$ cat config.mk
export PLATFORM = sky130hd
export DESIGN_NAME = sha256_hasher_multi
export DESIGN_NICKNAME = d
export VERILOG_FILES = /design/src/rtl/sha256_pkg.sv /design/src/rtl/sha256_round_unroll.sv /design/src/rtl/sha256_hasher_multi.sv
export SDC_FILE = /design/constraint.sdc
export NUM_CORES = 2
export LEC_CHECK = 0
export CAP_MARGIN = 20
export CORE_MARGIN = 5
export CORE_UTILIZATION = 52
export CTS_CLUSTER_SIZE = 10
export DETAILED_ROUTE_END_ITERATION = 8
export HOLD_SLACK_MARGIN = 0.15
export PLACE_DENSITY_LB_ADDON = 0.05
export SYNTH_ARGS = -nofsm -noshare
export SYNTH_HDL_FRONTEND = slang
export SYNTH_SLANG_ARGS = --single-unit
$ cat constraint.sdc
create_clock -name clk -period 9 [get_ports clk]
set_input_delay 1.35 -clock clk [delete_from_list [all_inputs] [get_ports clk]]
set_output_delay 1.35 -clock clk [all_outputs]
set_load 0.005 [all_outputs]
$ cat src/rtl/sha256_pkg.sv
// rtl/sha256_pkg.sv - SHA-256 hasher types, round constants and mixing helpers
package sha256_pkg;

  // Word 0 (a) sits in the least significant 32 bits.
  typedef logic [7:0][31:0] WorkingVars;
  // Message word i sits at block[i]; block[0] is the first word on the wire.
  typedef logic [15:0][31:0] MessageWords;

  typedef struct packed {
    logic        firstBlock;
    logic        lastBlock;
    MessageWords block;
  } HasherBlock;

  typedef enum logic [2:0] {
    Idle,
    Rounds,
    Update,
    Second,
    Output
  } HasherState;

  localparam logic [31:0] ROUNDING_CONSTANTS [0:63] = '{
    32'h428a2f98, 32'h71374491, 32'hb5c0fbcf, 32'he9b5dba5, 32'h3956c25b, 32'h59f111f1, 32'h923f82a4, 32'hab1c5ed5,
    32'hd807aa98, 32'h12835b01, 32'h243185be, 32'h550c7dc3, 32'h72be5d74, 32'h80deb1fe, 32'h9bdc06a7, 32'hc19bf174,
    32'he49b69c1, 32'hefbe4786, 32'h0fc19dc6, 32'h240ca1cc, 32'h2de92c6f, 32'h4a7484aa, 32'h5cb0a9dc, 32'h76f988da,
    32'h983e5152, 32'ha831c66d, 32'hb00327c8, 32'hbf597fc7, 32'hc6e00bf3, 32'hd5a79147, 32'h06ca6351, 32'h14292967,
    32'h27b70a85, 32'h2e1b2138, 32'h4d2c6dfc, 32'h53380d13, 32'h650a7354, 32'h766a0abb, 32'h81c2c92e, 32'h92722c85,
    32'ha2bfe8a1, 32'ha81a664b, 32'hc24b8b70, 32'hc76c51a3, 32'hd192e819, 32'hd6990624, 32'hf40e3585, 32'h106aa070,
    32'h19a4c116, 32'h1e376c08, 32'h2748774c, 32'h34b0bcb5, 32'h391c0cb3, 32'h4ed8aa4a, 32'h5b9cca4f, 32'h682e6ff3,
    32'h748f82ee, 32'h78a5636f, 32'h84c87814, 32'h8cc70208, 32'h90befffa, 32'ha4506ceb, 32'hbef9a3f7, 32'hc67178f2
  };

  // Listed h..a so that index 0 is a.
  localparam WorkingVars INITIAL_VARS = {
    32'h5be0cd19, 32'h1f83d9ab, 32'h9b05688c, 32'h510e527f,
    32'ha54ff53a, 32'h3c6ef372, 32'hbb67ae85, 32'h6a09e667
  };

  // Words 8..15 of the second-pass block: padding bit, zeros, 256-bit length.
  localparam logic [7:0][31:0] PAD_BLOCK2 = {32'h00000100, {6{32'h0}}, 32'h80000000};

  function automatic logic [31:0] rotr(input logic [31:0] x, input int n);
    return (x >> n) | (x << (32 - n));
  endfunction

  function automatic logic [31:0] bigSigma0(input logic [31:0] x);
    return rotr(x, 2) ^ rotr(x, 13) ^ rotr(x, 22);
  endfunction

  function automatic logic [31:0] bigSigma1(input logic [31:0] x);
    return rotr(x, 6) ^ rotr(x, 11) ^ rotr(x, 25);
  endfunction

  function automatic logic [31:0] smallSigma0(input logic [31:0] x);
    return rotr(x, 7) ^ rotr(x, 18) ^ (x >> 3);
  endfunction

  function automatic logic [31:0] smallSigma1(input logic [31:0] x);
    return rotr(x, 17) ^ rotr(x, 19) ^ (x >> 10);
  endfunction

endpackage

$ cat src/rtl/sha256_round_unroll.sv
// rtl/sha256_round_unroll.sv - R chained SHA-256 rounds plus R-word schedule advance
module sha256_round_unroll
  import sha256_pkg::*;
#(
  parameter int R = 1
) (
  input  logic [5:0]  roundIdx,
  input  WorkingVars  vars,
  input  MessageWords window,
  output WorkingVars  varsNext,
  output MessageWords windowNext
);

  // Extend the 16-word window by R words (later words may depend on earlier new ones) and slide it.
  always_comb begin
    logic [31:0] ext [16 + R];
    for (int i = 0; i < 16; i++) ext[i] = window[i];
    for (int r = 0; r < R; r++) begin
      ext[16 + r] = smallSigma1(ext[14 + r]) + ext[9 + r] + smallSigma0(ext[1 + r]) + ext[r];
    end
    for (int i = 0; i < 16; i++) windowNext[i] = ext[i + R];
  end

  // Apply rounds roundIdx..roundIdx+R-1 back to back; window[r] is W for round roundIdx+r.
  always_comb begin
    WorkingVars  v;
    logic [31:0] t1;
    logic [31:0] t2;
    logic [5:0]  kIdx;
    v    = vars;
    t1   = '0;
    t2   = '0;
    kIdx = roundIdx;
    for (int r = 0; r < R; r++) begin
      kIdx = roundIdx + 6'(r);
      t1 = v[7] + bigSigma1(v[4]) + ((v[4] & v[5]) ^ (~v[4] & v[6])) + ROUNDING_CONSTANTS[kIdx] + window[r];
      t2 = bigSigma0(v[0]) + ((v[0] & v[1]) ^ (v[0] & v[2]) ^ (v[1] & v[2]));
      v  = {v[6:4], v[3] + t1, v[2:0], t1 + t2};
    end
    varsNext = v;
  end

endmodule

$ cat src/rtl/sha256_hasher_multi.sv
// rtl/sha256_hasher_multi.sv - multi-round-per-clock SHA-256 block hasher with midstate and double hash
module sha256_hasher_multi
  import sha256_pkg::*;
#(
  parameter int ROUNDS_PER_CYCLE = 1,
  parameter int DOUBLE_HASH      = 1,
  parameter int MIDSTATE_EN      = 1
) (
  input  logic       clk,
  input  logic       rst,
  input  logic       validIn,
  output logic       readyOut,
  input  HasherBlock dataIn,
  input  logic       useMidstate,
  input  WorkingVars midstateIn,
  input  logic       readyHashIn,
  output logic       validHashOut,
  output WorkingVars hashOut
);

  localparam logic [5:0] STEP       = 6'(ROUNDS_PER_CYCLE);
  localparam logic [5:0] LAST_ROUND = 6'(64 - ROUNDS_PER_CYCLE);

  HasherState  state;
  logic [5:0]  roundIdx;
  WorkingVars  vars;
  WorkingVars  chain;
  MessageWords window;
  logic        blockLast;
  logic        secondPass;

  WorkingVars  varsNext;
  MessageWords windowNext;
  WorkingVars  seedVars;

  assign seedVars = ((MIDSTATE_EN != 0) && useMidstate) ? midstateIn : INITIAL_VARS;

  sha256_round_unroll #(.R(ROUNDS_PER_CYCLE)) roundUnroll (
    .roundIdx  (roundIdx),
    .vars      (vars),
    .window    (window),
    .varsNext  (varsNext),
    .windowNext(windowNext)
  );

  // Block FSM: accept a block, run 64 rounds, fold into the chain, optionally rehash, then present the digest.
  always_ff @(posedge clk) begin
    if (rst) begin
      state        <= Idle;
      roundIdx     <= '0;
      vars         <= '0;
      chain        <= '0;
      window       <= '0;
      blockLast    <= 1'b0;
      secondPass   <= 1'b0;
      readyOut     <= 1'b0;
      validHashOut <= 1'b0;
      hashOut      <= '0;
    end else begin
      case (state)
        Idle: begin
          if (validIn && readyOut) begin
            window     <= dataIn.block;
            blockLast  <= dataIn.lastBlock;
            secondPass <= 1'b0;
            roundIdx   <= '0;
            readyOut   <= 1'b0;
            state      <= Rounds;
            // A first block restarts the chain even if a message was in progress.
            if (dataIn.firstBlock) begin
              chain <= seedVars;
              vars  <= seedVars;
            end else begin
              vars <= chain;
            end
          end else begin
            readyOut <= 1'b1;
          end
        end
        Rounds: begin
          vars     <= varsNext;
          window   <= windowNext;
          roundIdx <= roundIdx + STEP;
          if (roundIdx == LAST_ROUND) state <= Update;
        end
        Update: begin
          for (int i = 0; i < 8; i++) chain[i] <= chain[i] + vars[i];
          if (!blockLast) begin
            state    <= Idle;
            readyOut <= 1'b1;
          end else if ((DOUBLE_HASH != 0) && !secondPass) begin
            state <= Second;
          end else begin
            state <= Output;
          end
        end
        Second: begin
          // The first digest becomes a padded 32-byte message hashed from the IV.
          window     <= {PAD_BLOCK2, chain};
          chain      <= INITIAL_VARS;
          vars       <= INITIAL_VARS;
          secondPass <= 1'b1;
          roundIdx   <= '0;
          state      <= Rounds;
        end
        Output: begin
          if (!validHashOut) begin
            validHashOut <= 1'b1;
            hashOut      <= chain;
          end else if (readyHashIn) begin
            validHashOut <= 1'b0;
            readyOut     <= 1'b1;
            state        <= Idle;
          end
        end
        default: state <= Idle;
      endcase
    end
  end

endmodule
# Yosys cells after proc, flatten, opt, wreduce, memory -nomap -nowiden
# Memory sizes are Yosys's and may differ from the RTL's.
# Cells that the tools add are included.
word_totals:
  out_inout_bits: 258
  word_cells: 146
  mem_bits_rw: 0
  latch_bits: 0
  memories: 1
  rom_bits: 2048
  reg_bits: 1293
  in_bits: 775
op_classes:
  addsub: 19
  n_mul: 0
  div_mod_pow: 0
  shifts: 0
  bitwise_logic: 29
  eq_ne: 10
  n_reduce_logical: 13
  mux: 27
  order_cmp: 1
mem_list:
  columns: ["memory", "depth", "width", "read_ports", "rd_clocked_by_memory_dff", "wr", "line_no", "rtl"]
  rows:
  - ["(no name shown)", 64, 32, 1, 0, 0, "sha256_round_unroll.sv:36", "t1 = v[7] + bigSigma1(v[4]) + ((v[4] & v[5]) ^ (~v[4] & v[6])) + ROUNDING_CONSTANTS[kIdx] + window[r];"]
ops:
  columns: ["op", "count"]
  rows:
  - ["256-bit one-hot mux with 3 select lines", 2]
  - ["512-bit one-hot mux with 3 select lines", 1]
  - ["256-bit 2-to-1 mux", 3]
  - ["32-bit adder", 18]
  - ["512-bit 2-to-1 mux", 1]
  - ["32-bit bitwise XOR", 9]
  - ["32-bit bitwise AND", 5]
  - ["32-bit 2-to-1 mux", 2]
  - ["32-bit NOT", 1]
  - ["10-bit by 32-bit bitwise OR with 32-bit output", 1]
  - ["13-bit by 32-bit bitwise OR with 32-bit output", 1]
  - ["14-bit by 32-bit bitwise OR with 32-bit output", 1]
  - ["15-bit by 32-bit bitwise OR with 32-bit output", 1]
  - ["19-bit by 32-bit bitwise OR with 32-bit output", 1]
  - ["21-bit by 32-bit bitwise OR with 32-bit output", 1]
  - ["25-bit by 32-bit bitwise OR with 32-bit output", 1]
  - ["26-bit by 32-bit bitwise OR with 32-bit output", 1]
  - ["30-bit by 32-bit bitwise OR with 32-bit output", 1]
  - ["7-bit by 32-bit bitwise OR with 32-bit output", 1]
  - ["32-bit by 22-bit bitwise XOR with 32-bit output", 1]
  - ["32-bit by 29-bit bitwise XOR with 32-bit output", 1]
  - ["3-bit 2-to-1 mux", 6]
  - ["6-bit one-hot mux with 3 select lines", 1]
  - ["3-bit one-hot mux with 5 select lines", 1]
  - ["19 further kinds", 37]

# Longest topological paths before layout
depth:
  ltp_word: 9
  ltp_mapped: 39
  ltp_nobuf: 38

# Cells and area by module
# From an unflattened synthesis, not the netlist that was laid out.
hier_totals:
  hier_cells: 12155
  area_unflattened_um2: 93393.3
by_module_without_submodules:
  columns: ["module", "cells_per_inst", "n_inst", "seq_area_each_um2", "area_per_inst_um2"]
  rows:
  - ["sha256_hasher_multi", 9250, 1, 25884.8, 71497.3]
  - ["sha256_round_unroll", 2905, 1, 0.0, 21896.0]

# Worst setup path after synthesis
# Ideal clock, no wire load.
synth_path:
  path_kind: "register to register"
  startpoint: "register roundIdx[0]"
  endpoint: "register vars[30] (netlist name)"
  stages_incl_launch_ff: 38
  arrival_time_ns: 8.654
  setup_ns: 0.117
  synth_period_minus_slack_ns: 8.772
  n_path_buf: 2
  setup_slack_ns: 0.228
  path_cell_list: "dfxtp_1 clkbuf_1 clkinv_1 ha_1 clkbuf_1 nor2b_1 o31ai_1 a221oi_1 a21oi_1 fa_1 fa_1 inv_1 fa_1 ha_1 fa_1 a21oi_1 o2111ai_1 a21oi_1 (+2 left out) a21o_1 a21o_1 a21o_1 xor2_1 inv_1 fa_1 inv_1 ha_1 nand2_1 a21o_1 a211o_1 a221oi_1 o211ai_1 o21ai_1 a311oi_1 xor2_1 nand2_1 a32o_1"
synth_between:
  elab_chain_len: 8
synth_rtl:
  columns: ["item", "line_no", "rtl"]
  rows:
  - ["from (decl)", "sha256_hasher_multi.sv:25", "logic [5:0] roundIdx;"]
  - ["from (signal assigned)", "sha256_hasher_multi.sv:83", "roundIdx <= roundIdx + STEP;"]
  - ["6-bit NOT with 7-bit output (not written as such)", "sha256_round_unroll.sv:36", null]
  - ["memory read 64 x 32 bit", null, null]
  - ["32-bit 2-to-1 mux (not written as such) (2 in series)", "sha256_round_unroll.sv:36", null]
  - ["32-bit adder (2 in series)", "sha256_round_unroll.sv:36", null]
  - ["32-bit adder", "sha256_round_unroll.sv:38", "v = {v[6:4], v[3] + t1, v[2:0], t1 + t2};"]
  - ["256-bit one-hot mux with 3 select lines", "sha256_hasher_multi.sv:60", "case (state)"]
  - ["to (signal assigned)", "sha256_hasher_multi.sv:72", "vars <= seedVars;"]
  - ["to (signal assigned)", "sha256_hasher_multi.sv:74", "vars <= chain;"]
  - ["to (signal assigned)", "sha256_hasher_multi.sv:81", "vars <= varsNext;"]
  - ["to (decl)", "sha256_hasher_multi.sv:26", "WorkingVars vars;"]
# Every way passes these cells. The select of a mux whose other input is x is not followed.
# A chain may end at the register's enable or synchronous reset.

# Worst setup path in the final report
# Ends and elaborated chain as after synthesis.

==> key figures <==
STA
  • Final period utilization: 0.961
  • Worst-margin pin slew: roughly 1.2 ns
  • Final setup fails: 0
  • Worst rel slew slack: 0.190
  • Final Hold Viols: 0
  • Clk_skew: 0.0423 ns
  • Final Slew Violations: 0
  • RSZ-0062 raised after global routing: true
  • Min Clock Period, post-route: 8.65 ns
  • Fmax: ~120 MHz

Setup path
  • Critical path fanouts, max: 20
  • Required @ worst endpoint: slightly below 10 ns
  • Setup CP Type: flop to flop
  • CP max-delay cell: fa_1
  • Critical path capture point type: flop
  • Reg-to-reg startpoint: roundIdx[0]
  • Crit. Startpoint: roundIdx[0]
  • Flop-to-flop setup slack: 0.35 ns
  • Crit path DAT: ~9.4 ns
  • Critical path's largest stage delay: between 0.4 and 0.5 ns
  • Startpoint Class: flop

Yosys
  • Asr flop ratio synth: 0
  • Synth Area per Inst: approximately 7.8 um^2
  • Netlist cell types: slightly below 100
  • Yosys top cell area share: 0.300
  • Count leader, synth: nand2_1
  • FF+latch count, synth: 1293
  • Post-synth EDFFs: 0
  • Post-synth top cells: 1506 x nand2_1, 1293 x dfxtp_1, 1222 x a21oi_1
  • Syn. warnings: 0
  • Area contributors post-synth: dfxtp_1 30%, a21oi_1 7.1%, nand2_1 6.6%
  • Ys flop type: dfxtp_1
  • Register area share after synthesis: 0.300
  • Synth area leader: dfxtp_1
  • Netlist Area Pre-Place: approximately 86000 um^2
  • Post-Syn Instances: 11064
  • Syn nets: ~12000

Placed design
  • RD Place Congestion: about 1.0
  • Placed cells: ~14000
  • DP Wirelength: about 320000 um
  • Number of I/O port buffers: 1032
  • Post-DP Area: around 100000 um^2

Clocking
  • CTS root buf: clkbuf_16
  • Sink Count: between 1000 and 1500
  • CTS H-tree lvls: 4
  • Hold Buf Count CTS: 0
  • Clock transition at path regs: approximately 0.06 ns
  • Clk_lat worst skew: roughly 0.84 ns
  • CTS tree: done
  • TritonCTS Buffers: about 160
  • Max clock buf depth: 3

Detailed routing
  • Post-DR wirelength/cell: 30.6 um
  • Antenna-violating nets left: 0
  • WL final: approximately 420000 um
  • DRT Pass-1 Iters: 9
  • Drt drc: 0
  • Via density: about 6.7
  • 1st-iter DRT viols: about 14000
  • Via Count: 93110

Die
  • Die Y: between 400 and 500 um
  • Starting Density: 0.523
  • Core Region: approximately 160000 um^2
  • I/O pin count: roughly 1000
  • Row cnt: ~150
  • Die area: about 170000 um^2
  • Die W: about 420 um

Global routing
  • Total GRT Usage: 0.463
  • Vias in the first global route: roughly 86000
  • Pin count of the biggest net entering global routing: 205
  • Initial antenna violation count: 55
  • First-pass GRT wire length: around 600000 um
  • GRT Residual Overflow: 0

Finish
  • Layout area overhead: 19.3%
  • Fin cells: about 14000
  • Multi-input gate area: approximately 56000 um^2
  • # fillers: 14803
  • Design area: around 100000 um^2
  • Share of layout cells above drive strength 1: 0.0516
  • Reg area: between 20000 and 30000 um^2
  • Nets@finish: between 10000 and 15000

Power
  • Switching power: approximately 15 mW
  • Leakage: approximately 38 nW
  • Sequential share of power: 0.237
  • Combinational Power Share: 0.576
  • Clock power frac: 0.187
  • Power Dens Cells: between 300 and 400 nW/um^2
  • Total power: 31.6 mW
  • Internal: 16.9 mW
  • Sw Ratio: 0.465
  • Max IR drop VDD: between 0.4 and 0.5 mV

Hold path
  • Min-Delay Path Class: flop to flop
  • Hold_sp: hashOut[100]

Outcome
  • Status: complete, no violations

Job
  • Max-cap violations: 0
cells in the final DEF, fill, tap and decap left out, types with 269 or more instances in the layout:
| master | n |
|---|---|
| inv_1 | 315 |
| nand2_1 | 1502 |
| o211ai_1 | 363 |
| buf_4 | 269 |
| a211oi_1 | 342 |
| nor3_1 | 492 |
| ha_1 | 388 |
| clkdlybuf4s50_1 | 1030 |
| dfxtp_1 | 1288 |
| o21ai_0 | 373 |
| nor2_1 | 866 |
| mux2i_1 | 308 |
| xnor2_1 | 392 |
| a21oi_1 | 1220 |
kinds of logic (layout without fill, tap and decap cells):
logic type,after synthesis,count (layout),share of synthesized area
AOI/OAI and AO/OA,3480,3480,0.261
DFF,1293,1293,0.300
adders and majority gates,588,588,0.102
and+or+nand+nor,3537,3537,0.185
xor gates and xnor gates,569,569,0.0579
muxes,319,319,0.0378
buffers and inverters,1278,1848,0.0558
other,0,41,0
registers in the layout, summed over array words and instances (netlist names):
signal / flops
secondPass: 1
state: 3
vars: 256
chain: 256
window: 512
validHashOut: 1
roundIdx: 6
readyOut: 1
hashOut: 256
blockLast: 1
power groups by stage:
stage               logic [mW]  registers [mW]  clock network, mW
floorplan                 11.4            6.79                  0
global placement          17.1            7.47                  0
detailed placement        17.3            7.49                  0
CTS                       17.4            7.37               5.88
global route              19.4            7.44               6.12
finish                    18.2            7.47               5.92
path summary, 6_finish.rpt:
| path | end | cells after the start |
|---|---|---|
| worst max-delay path | vars[30] | 38 |
| worst min-delay path | hashOut[100] | 2 |
| worst max register to register | vars[30] | 38 |
| worst min register to register | hashOut[100] | 2 |
through the flow:
step                      setup TNS, ns  setup slack (ns)  hold slack, ns   util
after floorplan                       0             0.228           0.427      -
after global placement                0             0.114           0.436  0.595
after detailed placement              0            0.0525           0.446  0.595
after CTS                             0            0.0282           0.453  0.622
after global routing            -0.0566           -0.0511           0.467  0.623
final                                 0             0.354           0.453  0.623
timing repair:
action,in CTS,in global routing
pin swaps,0,5
setup buffers,0,1
setup endpoints to repair,2,11
endpoints found under the hold margin,0,0
gates resized for setup,1,20
layer usage:
metal / up-vias / routed length (um) / GRT usage
met3: 1475 / 53700 / 0.129
met4: 28 / 37600 / 0.337
li1: 40720 / - / -
met5: - / 162 / 0
met1: 44202 / 156000 / 0.583
met2: 6685 / 177000 / 0.678
area by class of cell:
cell class              count  area share
diodes                     41    0.000998
clock buffers             193      0.0414
clock inverters            16     0.00192
inverters                 319      0.0117
multi-input cells        8493       0.542
flip-flops and latches   1293       0.252
well taps                2189      0.0266
repair buffers           1320       0.124
worst max-delay path, delay by kind of cell, from the launching register on:
| kind | cells | cell delay [ns] |
|---|---|---|
| AOI/OAI and AO/OA | 19 | 3.66 |
| adders and majority gates | 9 | 3.38 |
| buffers and inverters | 6 | 0.67 |
| xor gates and xnor gates | 2 | 0.33 |
| DFF | 1 | 0.32 |
| and+or+nand+nor | 2 | 0.15 |
(Power assumes the default switching activity.)
